==> src/rtl/mem_arbiter_if.sv <==
// Requester-side bundle for the three-way memory arbiter.
// Arbiter uses the slave modport; requesters use the master modport.
interface mem_arbiter_if #(
    parameter int ADDR_W = 12,
    parameter int DATA_W = 8
);
    logic              req0;
    logic              req1;
    logic              req2;
    logic              we0;
    logic              we1;
    logic              we2;
    logic              lock0;
    logic              lock1;
    logic              lock2;
    logic [ADDR_W-1:0] addr0;
    logic [ADDR_W-1:0] addr1;
    logic [ADDR_W-1:0] addr2;
    logic [DATA_W-1:0] wdata0;
    logic [DATA_W-1:0] wdata1;
    logic [DATA_W-1:0] wdata2;
    logic [2:0]        gnt;
    logic [2:0]        rvalid;
    logic [DATA_W-1:0] rdata;

    modport slave (
        input  req0, req1, req2,
        input  we0, we1, we2,
        input  lock0, lock1, lock2,
        input  addr0, addr1, addr2,
        input  wdata0, wdata1, wdata2,
        output gnt, rvalid, rdata
    );

    modport master (
        output req0, req1, req2,
        output we0, we1, we2,
        output lock0, lock1, lock2,
        output addr0, addr1, addr2,
        output wdata0, wdata1, wdata2,
        input  gnt, rvalid, rdata
    );
endinterface

==> src/rtl/mem_arbiter.sv <==
// Three-requester round-robin arbiter with bounded lock onto a single
// registered-read memory port; read data returns one cycle after grant.
module mem_arbiter #(
    parameter int ADDR_W   = 12,
    parameter int DATA_W   = 8,
    parameter int MAX_LOCK = 16
) (
    input  logic              clk,
    input  logic              rst,
    mem_arbiter_if.slave      bus,
    output logic [ADDR_W-1:0] mem_addr,
    output logic              mem_we,
    output logic [DATA_W-1:0] mem_wdata,
    input  logic [DATA_W-1:0] mem_rdata
);
    localparam int CNT_W = $clog2(MAX_LOCK + 1);
    localparam logic [CNT_W-1:0] CNT_MAX = CNT_W'(MAX_LOCK);

    logic [2:0]       req_v;
    logic [2:0]       lock_v;
    logic [1:0]       last_q;
    logic [1:0]       own_q;
    logic             own_vld_q;
    logic [CNT_W-1:0] cnt_q;
    logic [2:0]       rv_q;

    logic [1:0] p0;
    logic [1:0] p1;
    logic [1:0] p2;
    logic [1:0] sel;
    logic       sel_vld;
    logic       hold;
    logic [2:0] gnt_v;
    logic [2:0] rvalid_v;

    assign req_v  = {bus.req2, bus.req1, bus.req0};
    assign lock_v = {bus.lock2, bus.lock1, bus.lock0};

    // Search order starts just after the most recently granted index.
    always_comb begin
        p0 = (last_q == 2'd2) ? 2'd0 : last_q + 2'd1;
        p1 = (p0 == 2'd2) ? 2'd0 : p0 + 2'd1;
        p2 = (p1 == 2'd2) ? 2'd0 : p1 + 2'd1;
        hold = own_vld_q && req_v[own_q] && lock_v[own_q]
            && (cnt_q < CNT_MAX);
        sel_vld = 1'b1;
        sel = own_q;
        if (hold) begin
            sel = own_q;
        end else if (req_v[p0]) begin
            sel = p0;
        end else if (req_v[p1]) begin
            sel = p1;
        end else if (req_v[p2]) begin
            sel = p2;
        end else begin
            sel_vld = 1'b0;
            sel = 2'd0;
        end
        if (rst) begin
            sel_vld = 1'b0;
        end
    end

    always_comb begin
        gnt_v = 3'b000;
        mem_addr = '0;
        mem_we = 1'b0;
        mem_wdata = '0;
        if (sel_vld) begin
            unique case (sel)
                2'd0: begin
                    gnt_v = 3'b001;
                    mem_addr = bus.addr0;
                    mem_we = bus.we0;
                    mem_wdata = bus.wdata0;
                end
                2'd1: begin
                    gnt_v = 3'b010;
                    mem_addr = bus.addr1;
                    mem_we = bus.we1;
                    mem_wdata = bus.wdata1;
                end
                2'd2: begin
                    gnt_v = 3'b100;
                    mem_addr = bus.addr2;
                    mem_we = bus.we2;
                    mem_wdata = bus.wdata2;
                end
                default: begin
                    gnt_v = 3'b000;
                end
            endcase
        end
    end

    always_ff @(posedge clk) begin
        if (rst) begin
            last_q <= 2'd2;
            own_q <= 2'd0;
            own_vld_q <= 1'b0;
            cnt_q <= '0;
            rv_q <= 3'b000;
        end else if (sel_vld) begin
            last_q <= sel;
            own_q <= sel;
            own_vld_q <= 1'b1;
            if (own_vld_q && (own_q == sel)) begin
                if (cnt_q != CNT_MAX) begin
                    cnt_q <= cnt_q + 1'b1;
                end
            end else begin
                cnt_q <= CNT_W'(1);
            end
            rv_q <= mem_we ? 3'b000 : gnt_v;
        end else begin
            own_vld_q <= 1'b0;
            rv_q <= 3'b000;
        end
    end

    // A read granted just before reset must not surface during reset.
    assign rvalid_v   = rst ? 3'b000 : rv_q;
    assign bus.gnt    = gnt_v;
    assign bus.rvalid = rvalid_v;
    assign bus.rdata  = (|rvalid_v) ? mem_rdata : '0;
endmodule

==> src/flat_wrapper.sv <==
// flat-port wrapper written by rule: the top's interface ports become plain ports
module mem_arbiter_flat 
#(
    parameter int ADDR_W   = 12,
    parameter int DATA_W   = 8,
    parameter int MAX_LOCK = 16
)
  (clk, rst, mem_addr, mem_we, mem_wdata, mem_rdata, bus_req0, bus_req1, bus_req2, bus_we0, bus_we1, bus_we2, bus_lock0, bus_lock1, bus_lock2, bus_addr0, bus_addr1, bus_addr2, bus_wdata0, bus_wdata1, bus_wdata2, bus_gnt, bus_rvalid, bus_rdata);
  mem_arbiter_if #(.ADDR_W(ADDR_W), .DATA_W(DATA_W)) bus_i ();
  input  logic clk;
  input  logic rst;
  output logic [ADDR_W-1:0] mem_addr;
  output logic mem_we;
  output logic [DATA_W-1:0] mem_wdata;
  input  logic [DATA_W-1:0] mem_rdata;
  input wire logic [$bits(bus_i.req0)-1:0] bus_req0;
  input wire logic [$bits(bus_i.req1)-1:0] bus_req1;
  input wire logic [$bits(bus_i.req2)-1:0] bus_req2;
  input wire logic [$bits(bus_i.we0)-1:0] bus_we0;
  input wire logic [$bits(bus_i.we1)-1:0] bus_we1;
  input wire logic [$bits(bus_i.we2)-1:0] bus_we2;
  input wire logic [$bits(bus_i.lock0)-1:0] bus_lock0;
  input wire logic [$bits(bus_i.lock1)-1:0] bus_lock1;
  input wire logic [$bits(bus_i.lock2)-1:0] bus_lock2;
  input wire logic [$bits(bus_i.addr0)-1:0] bus_addr0;
  input wire logic [$bits(bus_i.addr1)-1:0] bus_addr1;
  input wire logic [$bits(bus_i.addr2)-1:0] bus_addr2;
  input wire logic [$bits(bus_i.wdata0)-1:0] bus_wdata0;
  input wire logic [$bits(bus_i.wdata1)-1:0] bus_wdata1;
  input wire logic [$bits(bus_i.wdata2)-1:0] bus_wdata2;
  output wire logic [$bits(bus_i.gnt)-1:0] bus_gnt;
  output wire logic [$bits(bus_i.rvalid)-1:0] bus_rvalid;
  output wire logic [$bits(bus_i.rdata)-1:0] bus_rdata;
  assign bus_i.req0 = bus_req0;
  assign bus_i.req1 = bus_req1;
  assign bus_i.req2 = bus_req2;
  assign bus_i.we0 = bus_we0;
  assign bus_i.we1 = bus_we1;
  assign bus_i.we2 = bus_we2;
  assign bus_i.lock0 = bus_lock0;
  assign bus_i.lock1 = bus_lock1;
  assign bus_i.lock2 = bus_lock2;
  assign bus_i.addr0 = bus_addr0;
  assign bus_i.addr1 = bus_addr1;
  assign bus_i.addr2 = bus_addr2;
  assign bus_i.wdata0 = bus_wdata0;
  assign bus_i.wdata1 = bus_wdata1;
  assign bus_i.wdata2 = bus_wdata2;
  assign bus_gnt = bus_i.gnt;
  assign bus_rvalid = bus_i.rvalid;
  assign bus_rdata = bus_i.rdata;
  mem_arbiter #(.ADDR_W(ADDR_W), .DATA_W(DATA_W), .MAX_LOCK(MAX_LOCK)) u_core (.clk(clk), .rst(rst), .bus(bus_i), .mem_addr(mem_addr), .mem_we(mem_we), .mem_wdata(mem_wdata), .mem_rdata(mem_rdata));
endmodule
==> config.mk <==
export PLATFORM = sky130hd
export DESIGN_NAME = mem_arbiter_flat
export DESIGN_NICKNAME = d
export VERILOG_FILES = /design/src/rtl/mem_arbiter_if.sv /design/src/rtl/mem_arbiter.sv /design/src/flat_wrapper.sv
export SDC_FILE = /design/constraint.sdc
export NUM_CORES = 1
export LEC_CHECK = 0
export ABC_AREA = 1
export BUFFER_PORTS_ARGS = -buffer_cell sky130_fd_sc_hd__buf_2
export CAP_MARGIN = 5
export CORE_ASPECT_RATIO = 0.9
export CORE_MARGIN = 1
export CORE_UTILIZATION = 30
export DETAILED_ROUTE_END_ITERATION = 16
export PLACE_DENSITY = 0.67
export RECOVER_POWER = 50
export SLEW_MARGIN = 20
export SYNTH_ARGS = -nofsm -noshare
export SYNTH_HDL_FRONTEND = slang
export SYNTH_SLANG_ARGS = --single-unit
==> constraint.sdc <==
create_clock -name clk -period 1.65 [get_ports clk]
set_input_delay 0.2475 -clock clk [delete_from_list [all_inputs] [get_ports clk]]
set_output_delay 0.2475 -clock clk [all_outputs]
set_load 0.005 [all_outputs]
# ---- Word-level counts from Yosys, hierarchy flattened
# Cells that the tools add are included.
dict set report word_totals {
  regBits 13
  in_bits 79
  out_inout_bits 35
}
dict set report classes {
  add_sub_neg 4
  n_lt_le_gt_ge 5
  n_eq_ne 8
  mux 35
  bitwise 1
  reduce_logical 8
}
# operator n
set op_table {}
lappend op_table {{$pmux 12 s3} 1}
lappend op_table {{$pmux 8 s3} 1}
lappend op_table {{$mux 8} 2}
lappend op_table {{$mux 2} 7}
lappend op_table {{$lt 2x3->1 const B} 4}
lappend op_table {{$mux 1} 12}
lappend op_table {{$mux 12} 1}
lappend op_table {{$bmux 1 s2} 5}
lappend op_table {{$mux 5} 2}
lappend op_table {{$pmux 3 s3} 1}
lappend op_table {{$eq 2x2->1 const B} 4}
lappend op_table {{$add 2x1->2 const B} 3}
lappend op_table {{$mux 3} 2}
lappend op_table {{$reduce_or 3->1} 2}
lappend op_table {{$add 5x1->5 const B} 1}
lappend op_table {{$lt 5x5->1 const B} 1}
lappend op_table {{$ne 5x5->1 const B} 1}
lappend op_table {{$logic_and 1x1->1} 4}
lappend op_table {{$pmux 1 s3} 1}
lappend op_table {{$eq 2x1->1 const B} 1}
lappend op_table {{$eq 2x2->1} 1}
lappend op_table {{$logic_not 2->1} 1}
lappend op_table {{$ne 2x2->1 const B} 1}
lappend op_table {{$reduce_and 2->1} 1}
lappend op_table {{$not 1->1} 1}

# ---- Logic depth before layout (Yosys ltp)
dict set report depth {
  ltp_word 16
  ltp_mapped 16
  depth_no_buf 15
}

# ---- Worst setup path before layout
# Ideal clock, no wire load.
dict set report synth_path {
  path_type {register -> output}
  start {register u_core.own_q[0]}
  end {output port mem_addr[0]}
  t_arrival_ps 1476
  required_time_ps 1402
  slack_ps -73
  path_stages_with_launch 12
  cell_sequence {dfxtp_1 buf_6 inv_4 nand2_1 nand2_2 nand3_2 nand2_2 nand2_4 o21ai_4 buf_2 nand2_1 a31oi_1}
}
dict set report synth_between {
  elab_chain_len 9
  elab_cells_between_ends 15
  classes_between {eq/ne (2); mux (9); reduce/logical (4)}
}
# item line_no
set synth_rtl {}
lappend synth_rtl {{start: declaration} mem_arbiter.sv:22} ;# logic [1:0] own_q;
lappend synth_rtl {{start signal: assignment} mem_arbiter.sv:106} ;# own_q <= sel;
lappend synth_rtl {{$bmux 1 s2} mem_arbiter.sv:44} ;# hold = own_vld_q && req_v[own_q] && lock_v[own_q]
lappend synth_rtl {{$mux 1 (implied by the code)} mem_arbiter.sv:44}
lappend synth_rtl {{$logic_and 1x1->1 (2 in series)} mem_arbiter.sv:44}
lappend synth_rtl {{$logic_and 1x1->1} mem_arbiter.sv:45} ;# && (cnt_q < CNT_MAX);
lappend synth_rtl {{$mux 2} mem_arbiter.sv:48} ;# if (hold) begin
lappend synth_rtl {{$eq 2x2->1 (tied with other cells)} mem_arbiter.sv:71} ;# unique case (sel)
lappend synth_rtl {{$pmux 12 s3} mem_arbiter.sv:71}
lappend synth_rtl {{$mux 12 *} mem_arbiter.sv:70} ;# if (sel_vld) begin
lappend synth_rtl {{end: declaration} flat_wrapper.sv:12} ;# output logic [ADDR_W-1:0] mem_addr;
# Every way passes the cells marked *; elsewhere a longest branch is shown, timed or not. The select of a mux whose other input is x is not followed.

# ---- Worst setup path after layout
dict set report layout_path {
  start {register u_core.own_q[0]}
  end {output port mem_addr[8]}
}
# The elaborated chain is that of the path after synthesis.

==> metrics <==
status=finished with violations; failing checks=negative setup slack; critical-path cell list=buf_12, inv_6, nand2_2, nand2_2, nand3_2, nand2_2, nand2_4, nand2_4, o21ai_4, nor2_4, clkbuf_16, nand2_1, a31oi_1, buf_2; Least-Margin Pin Slew=~240 ps; most instantiated cells after synthesis=nand2_1 (92), inv_1 (29), nor2_1 (22); worst path required time=around 1400 ps; PnR worst setup slack=-570 ps; core area=4490 um2; CP max stage cell=dfxtp_2; top-count cell post-synth=nand2_1; leakage power figure=1.40 nW; Post-synth EDFFs=0; Net count, final=476; Final Cycle Share=135%; final std cells w/o fill=456; routed via count=~2000; Longest Clk Path Bufs=2; Synth cell types=28; Async S/R FF share, synth=0%; H-tree levels=1; Max Freq=between 400 and 500 MHz; Pwr per Cell Area=a little under 800 nW/um2; clock slew seen by the registers of the worst setup and hold paths=60 ps; # clock sinks=12; Max Cap Viol=0; mean routed wirelength per cell=10.8 um; drt pass-1 iters=4; area leader, netlist=nand2_1; cell mode on critical path=nand2_2; Startpoint Class=flop; Synth top area share=about a quarter; IO Pins=around 110; Post-Synthesis Cell Area=1410 um2; grt total ovfl=0; Worst Path Arrival=around 2000 ps; RSZ-0062 raised after global routing=yes; slowest stage delay, CP=330 ps; ANT cells=0; IO Port Bufs=113; CTS tree=built; final antenna-violating net count=0; Total GRT Usage=18.6%; WL final=4930 um; # rows=23; fillers=450; Critical Path End Type=output port; initial core utilization=31.4%; Tot Pwr=a little over 2 mW; first-pass GRT wire length=between 7000 and 8000 um; synth warn=0; Avg Cell Area, Syn=5.80 um2; register bit count reported by yosys=12; Max VDD drop=0.000439 V; syn nets=324; largest cells by area after synthesis=nand2_1 (25%), dfxtp_1 (17%), a31oi_1 (8.9%), inv_1 (7.7%), nor2_1 (5.9%); antenna violations before repair=0; fraction of layout cells with a size suffix above 1=53.8%; GP Congestion=0.830; fin. max-slew vios=0; Die Y=67.0 um; Crit Path Class=reg -> out; ys flop type=dfxtp_1; Final Setup Violations=35; initial DRC count=75; Worst Skew=6.61 ps; crit path time final=2220 ps; Worst Path Max Fanout=9; Area Growth Syn to Fin=81.8%; vias in the first global route=1758; pin count of the biggest net entering global routing=17; sequential area share after synthesis=17.1%; die area=around 5000 um2; die width=74.2 um; cell count after synthesis=~240; cts bufs inserted=3; Avg Vias per Cell=4.43; Hold Vio Cnt, Final=0; later-pin clock latency in the skew report=between 200 and 300 ps; DRC=0; Max-slew headroom=84.1%; Cells after DPL=439; Hold WC Path Type=in -> reg; detailed placer's ending HPWL=3770 um; CTS Root Cell=clkbuf_8
report_power, final:
| group | internal [mW] | switching [mW] |
|---|---|---|
| registers | 0.324 | 0.0271 |
| logic | 0.669 | 0.662 |
| clock network | 0.212 | 0.125 |
cells in the final DEF (no fill, tap or decap):
| cell type | instances |
|---|---|
| or2_2 | 1 |
| buf_6 | 13 |
| nor2_1 | 20 |
| nand3_2 | 6 |
| nand4_1 | 6 |
| clkbuf_1 | 3 |
| dfxtp_1 | 10 |
| o21ai_0 | 2 |
| nand2_4 | 6 |
| buf_4 | 25 |
| o211ai_1 | 1 |
| nand3_1 | 7 |
| xor2_1 | 1 |
| buf_2 | 109 |
| nor3_1 | 1 |
| dfxtp_2 | 2 |
| inv_1 | 27 |
| clkbuf_16 | 1 |
| nor2_2 | 1 |
| inv_6 | 1 |
| nand2_1 | 81 |
| nand2_8 | 1 |
| a21oi_1 | 1 |
| o21ai_2 | 5 |
| nor2_4 | 7 |
| inv_4 | 2 |
| buf_12 | 3 |
| clkbuf_8 | 4 |
| inv_2 | 4 |
| a31oi_1 | 20 |
| clkbuf_2 | 2 |
| nand2_2 | 16 |
| o21ai_4 | 1 |
| a21oi_2 | 1 |
| ha_1 | 2 |
| nor3_4 | 1 |
worst max-delay path: cells and delay by family (launching register included):
| kind | cells | cell delay (ps) |
|---|---|---|
| buffers and inverters | 4 | 510 |
| AO/OA/AOI/OAI | 2 | 210 |
| AND/OR/NAND/NOR | 8 | 670 |
| flip-flops | 1 | 330 |
logic make-up (layout without fill, tap and decap cells):
group	after synthesis	in the layout	share of synthesized area, %
simple gates	153	154	51.2
buf+inv	44	194	14.5
compound gates	31	31	14.8
flops	12	12	17.1
fa+ha+maj	2	2	1.78
xor+xnor	1	1	0.622
state kept, by name (all words and copies together) (netlist names):
| name | cells |
|---|---|
| u_core.rv_q | 3 |
| u_core.own_q | 2 |
| u_core.last_q | 1 |
| u_core.own_vld_q | 1 |
| u_core.cnt_q | 5 |
through the flow:
stage | utilization [%] | setup slack (ps) | setup TNS [ps] | hold WS, ps | instance area, um2
6_report | 57.1 | -570 | -15180 | 387 | 2560
5_1_grt | 57.1 | -705 | -19200 | 402 | 2560
4_1_cts | 53.9 | -535 | -12970 | 399 | 2420
3_5_place_dp | 50.3 | -292 | -7580 | 554 | 2260
3_3_place_gp | 50.3 | -280 | -6890 | 542 | 2260
2_1_floorplan | - | -62.5 | -1220 | 471 | 1420
per-layer routing:
layer | vias up | GRT usage (%) | routed length [um]
li1 | 1072 | - | -
met1 | 876 | 21.2 | 1930
met2 | 64 | 35.6 | 2760
met3 | 7 | 3.03 | 200
met4 | 0 | 4.25 | 36
met5 | - | 0 | 0
repair_timing:
action	4_1_cts	5_1_grt
hold buffers	0	0
setup endpoints to repair	35	35
cloned	1	2
resized for setup	19	24
pin swaps	3	0
setup buffers	6	4
final timing paths:
check / to / cells past startpoint / slack, ps / startpoint
max: mem_addr[8] / 14 / -570 / u_core.own_q[0]
min: u_core.rv_q[0] / 5 / 390 / bus_we0
max reg2reg: u_core.cnt_q[0] / 19 / -350 / u_core.own_q[0]
min reg2reg: u_core.cnt_q[0] / 3 / 570 / u_core.cnt_q[0]
cell type report:
cell class | instances | area, um2 | share of cell area [%]
Timing Repair Buffer | 156 | 986 | 38.5
Tap cell | 62 | 77.6 | 3.03
Sequential cell | 12 | 243 | 9.48
Inverter | 34 | 138 | 5.37
Clock buffer | 4 | 55.1 | 2.15
Multi-Input combinational cell | 188 | 1060 | 41.5
(Power assumes the default switching activity.)
